**src/rtl/traffic_light_ctrl.sv**
```systemverilog
// Two-road traffic-light controller with latched pedestrian request.
// Dwell times are counted in rising edges of the divided clock level s, sampled on clk.
module traffic_light_ctrl #(
  parameter int GREEN_TICKS  = 8,
  parameter int YELLOW_TICKS = 2,
  parameter int ALLRED_TICKS = 1,
  parameter int SIDE_TICKS   = 6,
  parameter int CW           = 4
) (
  input  logic          clk,
  input  logic          rst,
  input  logic          s,
  input  logic          car_side,
  input  logic          ped_req,
  output logic [2:0]    main_light,
  output logic [2:0]    side_light,
  output logic          walk,
  output logic          ped_pending,
  output logic [CW-1:0] remain
);

  typedef enum logic [2:0] {
    MAIN_G = 3'd0,
    MAIN_Y = 3'd1,
    RED1   = 3'd2,
    SIDE_G = 3'd3,
    SIDE_Y = 3'd4,
    RED2   = 3'd5
  } state_t;

  localparam logic [CW-1:0] L_GREEN  = CW'(GREEN_TICKS - 1);
  localparam logic [CW-1:0] L_YELLOW = CW'(YELLOW_TICKS - 1);
  localparam logic [CW-1:0] L_ALLRED = CW'(ALLRED_TICKS - 1);
  localparam logic [CW-1:0] L_SIDE   = CW'(SIDE_TICKS - 1);

  localparam logic [2:0] LAMP_RED    = 3'b100;
  localparam logic [2:0] LAMP_YELLOW = 3'b010;
  localparam logic [2:0] LAMP_GREEN  = 3'b001;

  state_t        r_state;
  state_t        w_state_nxt;
  logic [CW-1:0] r_cnt;
  logic [CW-1:0] w_cnt_nxt;
  logic          r_s_d;
  logic          r_walk;
  logic          w_walk_nxt;
  logic          r_ped_pending;
  logic          w_pend_nxt;
  logic          w_tick;
  logic          w_demand;
  logic          w_enter_side;
  logic          w_leave_side;

  function automatic logic [CW-1:0] dwell_load(input state_t st);
    case (st)
      MAIN_G:  dwell_load = L_GREEN;
      MAIN_Y:  dwell_load = L_YELLOW;
      RED1:    dwell_load = L_ALLRED;
      SIDE_G:  dwell_load = L_SIDE;
      SIDE_Y:  dwell_load = L_YELLOW;
      RED2:    dwell_load = L_ALLRED;
      default: dwell_load = L_GREEN;
    endcase
  endfunction

  assign w_tick   = s & ~r_s_d;
  assign w_demand = car_side | r_ped_pending | ped_req;

  always_ff @(posedge clk or posedge rst) begin
    if (rst) begin
      r_state       <= MAIN_G;
      r_cnt         <= L_GREEN;
      r_s_d         <= 1'b0;
      r_walk        <= 1'b0;
      r_ped_pending <= 1'b0;
    end else begin
      r_state       <= w_state_nxt;
      r_cnt         <= w_cnt_nxt;
      r_s_d         <= s;
      r_walk        <= w_walk_nxt;
      r_ped_pending <= w_pend_nxt;
    end
  end

  // Transitions only fire on a tick with the dwell counter exhausted; MAIN_G parks at 0 without demand.
  always_comb begin
    w_state_nxt = r_state;
    w_cnt_nxt   = r_cnt;
    if (w_tick) begin
      if (r_cnt != '0) begin
        w_cnt_nxt = r_cnt - 1'b1;
      end else begin
        case (r_state)
          MAIN_G:  if (w_demand) w_state_nxt = MAIN_Y;
          MAIN_Y:  w_state_nxt = RED1;
          RED1:    w_state_nxt = SIDE_G;
          SIDE_G:  w_state_nxt = SIDE_Y;
          SIDE_Y:  w_state_nxt = RED2;
          RED2:    w_state_nxt = MAIN_G;
          default: w_state_nxt = MAIN_G;
        endcase
        if (w_state_nxt != r_state) w_cnt_nxt = dwell_load(w_state_nxt);
      end
    end
  end

  // A request arriving on the SIDE_G entry edge is served immediately instead of being latched.
  always_comb begin
    w_enter_side = (r_state == RED1)   && (w_state_nxt == SIDE_G);
    w_leave_side = (r_state == SIDE_G) && (w_state_nxt == SIDE_Y);
    w_walk_nxt   = r_walk;
    w_pend_nxt   = r_ped_pending | ped_req;
    if (w_enter_side) begin
      w_walk_nxt = r_ped_pending | ped_req;
      w_pend_nxt = 1'b0;
    end else if (w_leave_side) begin
      w_walk_nxt = 1'b0;
    end
  end

  always_comb begin
    main_light = LAMP_RED;
    side_light = LAMP_RED;
    case (r_state)
      MAIN_G:  main_light = LAMP_GREEN;
      MAIN_Y:  main_light = LAMP_YELLOW;
      SIDE_G:  side_light = LAMP_GREEN;
      SIDE_Y:  side_light = LAMP_YELLOW;
      default: begin
        main_light = LAMP_RED;
        side_light = LAMP_RED;
      end
    endcase
  end

  assign walk        = r_walk;
  assign ped_pending = r_ped_pending;
  assign remain      = r_cnt;

endmodule

```
**config.mk**
```make
export PLATFORM = sky130hd
export DESIGN_NAME = traffic_light_ctrl
export DESIGN_NICKNAME = d
export VERILOG_FILES = /design/src/rtl/traffic_light_ctrl.sv
export SDC_FILE = /design/constraint.sdc
export NUM_CORES = 1
export LEC_CHECK = 0
export BUFFER_PORTS_ARGS = -buffer_cell sky130_fd_sc_hd__buf_2
export CAP_MARGIN = 15
export CORE_UTILIZATION = 30
export CTS_BUF_LIST = sky130_fd_sc_hd__clkbuf_4 sky130_fd_sc_hd__clkbuf_8 sky130_fd_sc_hd__clkbuf_16
export CTS_CLUSTER_SIZE = 20
export DETAILED_ROUTE_END_ITERATION = 10
export GPL_ROUTABILITY_DRIVEN = 0
export PLACE_DENSITY = 0.55
export SLEW_MARGIN = 20
export SYNTH_ARGS = -nofsm -noshare
export SYNTH_HDL_FRONTEND = slang
export SYNTH_SLANG_ARGS = --single-unit
```
**constraint.sdc**
```tcl
create_clock -name clk -period 2.4 [get_ports clk]
set_input_delay 0.48 -clock clk [delete_from_list [all_inputs] [get_ports clk]]
set_output_delay 0.48 -clock clk [all_outputs]
set_load 0.05 [all_outputs]
```
==> results of run 1 <==
-- registers in the layout, indices dropped and copies added, names as in the netlist --
register and count:
ped_pending 1, remain 4, r_state 3, r_s_d 1, walk 1
-- routing by layer --
metal | vias to the layer above | wire [um]
li1 | 275 | -
met1 | 260 | 676
met2 | 20 | 527
met3 | 3 | 53
met4 | 0 | 23
met5 | - | 0
-- worst paths after layout --
kind	start	end	slack [ns]	cells after the start
max in group asynchronous	rst	remain[2]	1.89	2
hold / removal	rst	remain[3]	0.18	2
min in group clk	s	r_s_d	0.38	1
setup / recovery	r_state[0]	side_light[2]	0.39	4
hold reg to reg	walk	walk	0.52	1
setup reg to reg	remain[0]	walk	0.54	6
-- per-stage QoR --
stage | hold slack [ns] | setup WS, ns | cell area [sq um]
floorplan | 0.318 | 0.217 | 657
global placement | 0.486 | 0.574 | 744
detailed placement | 0.481 | 0.546 | 744
CTS | 0.193 | 0.365 | 774
global route | 0.214 | 0.268 | 774
finish | 0.181 | 0.386 | 774
-- cell families (layout without fill, tap and decap cells) --
| logic type | Yosys count | count (layout) |
|---|---|---|
| simple gates | 35 | 35 |
| flops | 10 | 10 |
| fa+ha+maj | 2 | 2 |
| xor+xnor | 1 | 1 |
| mux | 2 | 2 |
| compound gates | 12 | 12 |
| buf+inv | 8 | 24 |
-- power groups by stage --
stage | logic, mW | clock network [mW] | registers [mW]
after floorplan | 0.380 | 0 | 0.448
after global placement | 0.571 | 0 | 0.349
after detailed placement | 0.576 | 0 | 0.351
after CTS | 0.579 | 0.135 | 0.349
after global routing | 0.607 | 0.143 | 0.362
final | 0.577 | 0.133 | 0.347
-- critical path, cell delays in order, from the launching register on --
cell     delay [ns]
dfrtp_1        0.59
nor2_1         0.13
and2_1         0.19
nor2_1         0.10
buf_2          0.26
-- synth_stat cells (all sizes together) --
cell type and n:
or3b 1, ha 2, nor3 5, and2 2
buf 2, or4 1, nand3 2, o22a 1
nor3b 3, nor4 1, nand3b 2, a31oi 2
xnor2 1, and3b 1, nor2b 1, o21ai 5
inv 4, nand2b 1, a22o 1, mux2 1
dfstp 3, nand4b 1, nand2 7, clkbuf 2
nor2 7, mux2i 1, a21oi 2, a21o 1
dfrtp 7
-- cell type report --
type                    instances  area, sq um
fillers                       210         1230
multi-input cells              52          362
flip-flops and latches         10          254
repair buffers                 16         80.1
well taps                      27         33.8
clock buffers                   4         30.0
inverters                       4         15.0
==> impl_metrics.tcl, run 1 <==
set metrics [dict create \
    layout-drive-gt1-share_pct 34.9 \
    muxShareOfSynthArea_pct 3.81 \
    synth.distinct_cells 32 \
    cp.required_ns 1.92 \
    met2_usage_pct 16.0 \
    p_clk_share_pct 12.6 \
    final_cells 113 \
    synthTopCellsByArea "dfrtp_1 27%, dfstp_2 12%, nand2_1 4.0%, ha_1 3.8%, nor3_1 3.8%" \
    final_antenna_net_count 0 \
    synthSimpleGateAreaFrac_pct 34.7 \
    relSlewSlack_pct 73.4 \
    core_sq_um 2000 \
    period_minus_slack_ns 2.01 \
    die_x_um 48.8 \
    drt-total-wl_um 1280 \
    cts_buffers 3 \
    post_cts_buffers 0 \
    hold_viol 0 \
    drtIter0Drc 14 \
    synth-seq-cells 10 \
    areaGrowthSynthToFinish_pct 17.9 \
    cts.repair.resized 0 \
    grt_pass1_wl_um 2040 \
    rsz0062_at_grt "false" \
    grt_pass1_vias 471 \
    vias 558 \
    layout.nets 94 \
    grtUsageMet3_pct 2.18 \
    switching_share_pct 52.6 \
    fin_worst_skew_ns 0.00767 \
    fin_crit_sh_pct 83.9 \
    synthesis.area_sq_um 657 \
    ys_warn_count 0 \
    pwr-share-seq_pct 32.9 \
    tns_ns 0 \
    netlist.area_leader.share_pct 26.7 \
    synthAdderAreaFrac_pct 3.81 \
    root_buffer "clkbuf_4" \
    wire_per_inst_um 11.3 \
    syn_area_per_cell_sq_um 9.38 \
    cp.arrival_ns 1.53 \
    grt_overflow_total 0 \
    drv_slew 0 \
    cts_tree "done" \
    vias_per_cell 4.94 \
    synthXorXnorAreaFrac_pct 1.33 \
    critPathLaunchType "flop" \
    clkTransAtPathRegs_ns 0.07 \
    power.switching_uw 556 \
    cts.path.max_buffers 2 \
    crit_type "flop to output pin" \
    status "completed" \
    p_int_uw 501 \
    row_count 16 \
    h-tree-depth 1 \
    diodes 0 \
    clock_latency_ns 0.27 \
    busiest_layer "met2" \
    die_area_sq_um 2380 \
    layout_common_cells "16 x buf_2, 7 x nand2_1, 7 x dfrtp_1" \
    syn_nets 77 \
    post-dp-hpwl_um 962 \
    finalSetupViolations 0 \
    cp-end-kind "output pin" \
    dp_cells 109 \
    drc 0 \
    synth_top_family_by_area "simple AND/OR/NAND/NOR gates" \
    grtUsageMet1_pct 15.3 \
    synth_compound_area_share_pct 11.4 \
    ys_seq_area_share_pct 38.7 \
    power.density_nw_per_um2 1360 \
    post-route-util_pct 38.7 \
    path_max_fanout 13 \
    detail_route.first_pass.iterations 4 \
    grt_usage_pct 11.6 \
    ios 17 \
    finalPower_mw 1.06 \
    hold_buffers 0 \
    p_leak_nw 0.355 \
    comb_power_share_pct 54.6 \
    grt_max_degree 14 \
    antenna_found_initial 0 \
    final_common_cell "buf_2" \
    clock-sinks 10 \
    yosys.area.top_type "dfrtp_1" \
    drv_cap 0 \
    syn_inst 70 \
    fmax_ghz 0.497 \
    dieHeight_um 48.8 \
    worstMarginPinSlew_ns 0.398 \
    initial_core_util_pct 32.8 \
    port_buffers 16 \
    hold_class "input pin to asynchronous set/reset pin" \
    ir_worst_vdd_v 0.000526 \
]
(Power assumes the default switching activity.)
==> run 2, diff against run 1 <==
==> constraint.sdc (replaced) <==
create_clock -name clk -period 2.1 [get_ports clk]
set_input_delay 0.42 -clock clk [delete_from_list [all_inputs] [get_ports clk]]
set_output_delay 0.42 -clock clk [all_outputs]
set_load 0.05 [all_outputs]
==> run 2 against run 1 <==
Net effect:
- die area stayed put
- global-route usage up 1.3 points
- critical endpoint unchanged
- register-to-register slack got worse by 0.29 ns
- sequential share of layout area is 0.11 points lower
- combinational power rose by 14%
- via count down 1.1%
- highest routed layer is now met3
- critical path type unchanged
- utilization up 0.12 points
- final cell count stayed put
- critical path depth unchanged
- sequential power rose by 15%
- clock power increased by 17%
==> impl_metrics.tcl, run 2 (synthesis gave the netlist of run 1 again) <==
set metrics [dict create \
    status "completed" \
    grt_overflow_total 0 \
    fmax_ghz 0.507 \
    grt_pass1_vias 504 \
    nFillCells 214 \
    finalSetupViolations 0 \
    period_minus_slack_ns 1.97 \
    cts.repair.resized 0 \
    ios 17 \
    final_antenna_net_count 0 \
    grt_usage_pct 13.0 \
    vias 552 \
    vias_per_cell 4.88 \
    multi_input_area_sq_um 364 \
    areaGrowthSynthToFinish_pct 18.3 \
    critPathLaunch "r_state[0]" \
    ir_worst_vdd_v 0.000580 \
    root_buffer "clkbuf_4" \
    crit_type "flop to output pin" \
    wire_per_inst_um 11.8 \
    core_sq_um 2000 \
    layout_common_cells "16 x buf_2, 7 x nand2_1, 7 x dfrtp_1" \
    slowest_delay_ns 0.61 \
    cts.path.max_buffers 2 \
    critPathSlowestCell "dfrtp_1" \
    hold_buffers 0 \
    fin_crit_sh_pct 93.9 \
    rsz0062_at_grt "false" \
    clkTransAtPathRegs_ns 0.07 \
    drt-total-wl_um 1340 \
    layout-drive-gt1-share_pct 36.0 \
    critPathLaunchType "flop" \
    cp.arrival_ns 1.55 \
    fin_worst_skew_ns 0.00450 \
    initial_core_util_pct 32.8 \
    hold_viol 0 \
    grt_max_degree 14 \
    p_leak_nw 0.356 \
    post_cts_buffers 0 \
    clock-sinks 10 \
    tns_ns 0 \
    reg2reg_slack_ns 0.25 \
    clock_latency_ns 0.27 \
    largest_register_ffs 4 \
    hold_class "input pin to asynchronous set/reset pin" \
    worstMarginPinSlew_ns 0.430 \
    place_ws_ns 0.258 \
    h-tree-depth 1 \
    place_area_sq_um 747 \
    cts_buffers 3 \
    timing.critical_path.to "side_light[2]" \
    rr_worst_depth 6 \
    grt_pass1_wl_um 2340 \
    cp.required_ns 1.68 \
    drv_slew 0 \
    crit_chain "nor2_1 -> and2_1 -> nor2_2 -> buf_2" \
    layout.nets 94 \
    final_common_cell "buf_2" \
    r2r_end "walk" \
    drc 0 \
    detail_route.first_pass.iterations 4 \
    die_area_sq_um 2380 \
    path_max_fanout 13 \
    rr_startpoint "remain[0]" \
    relSlewSlack_pct 71.3 \
    dieHeight_um 48.8 \
    post-dp-hpwl_um 1010 \
    power.density_nw_per_um2 1560 \
    fin_ws_ns 0.128 \
    diodes 0 \
    port_buffers 16 \
    drtIter0Drc 7 \
    cts_tree "done" \
    row_count 16 \
    seqCellArea_sq_um 254 \
    die_x_um 48.8 \
    antenna_found_initial 0 \
    stdcell_area_sq_um 777 \
    cp-end-kind "output pin" \
    drv_cap 0 \
]
## run 2: worst max-delay path: cells and delay by family (launching register included)
family	cells	cell delay, ns
AND/OR/NAND/NOR	3	0.42
flip-flops	1	0.61
buffers and inverters	1	0.25
## run 2: cell type report
cell class	count	area share (%)
sequential	10	32.7
multi-input combinational	52	46.9
clock buffer	4	3.86
tap	27	4.35
timing repair buffer	16	10.3
inverter	4	1.93
## run 2: metal layers
metal / part of all wire (%) / track usage [%] / up-vias
li1: - / - / 276
met1: 50 / 17.7 / 263
met2: 45 / 18.5 / 13
met3: 4.7 / 5.92 / 0
met4: 0 / 2.94 / 0
met5: 0 / 0 / -
## run 2: how the worst min path moves through the flow
stage          start     endpoint  slack, ns  depth (start not counted)
2_1_floorplan    rst  ped_pending       0.26                          1
3_3_place_gp     rst         walk       0.42                          2
3_5_place_dp     rst        r_s_d       0.43                          2
4_1_cts          rst         walk       0.13                          2
5_1_grt          rst         walk       0.16                          2
6_report         rst   r_state[0]       0.13                          2
## run 2: stage by stage
stage                     instances  utilization, %  total power [mW]  hold WS, ns
after floorplan                  70               -             0.950        0.258
after global placement          109            37.3              1.06        0.425
after detailed placement        109            37.3              1.06        0.428
after CTS                       113            38.8              1.22        0.131
after global routing            113            38.8              1.30        0.160
final                           113            38.8              1.21        0.127
## run 2: power breakdown
group	internal, mW	leakage [nW]	switching [mW]
logic	0.205	0.227	0.452
registers	0.281	0.111	0.117
clock network	0.0864	0.0184	0.0687
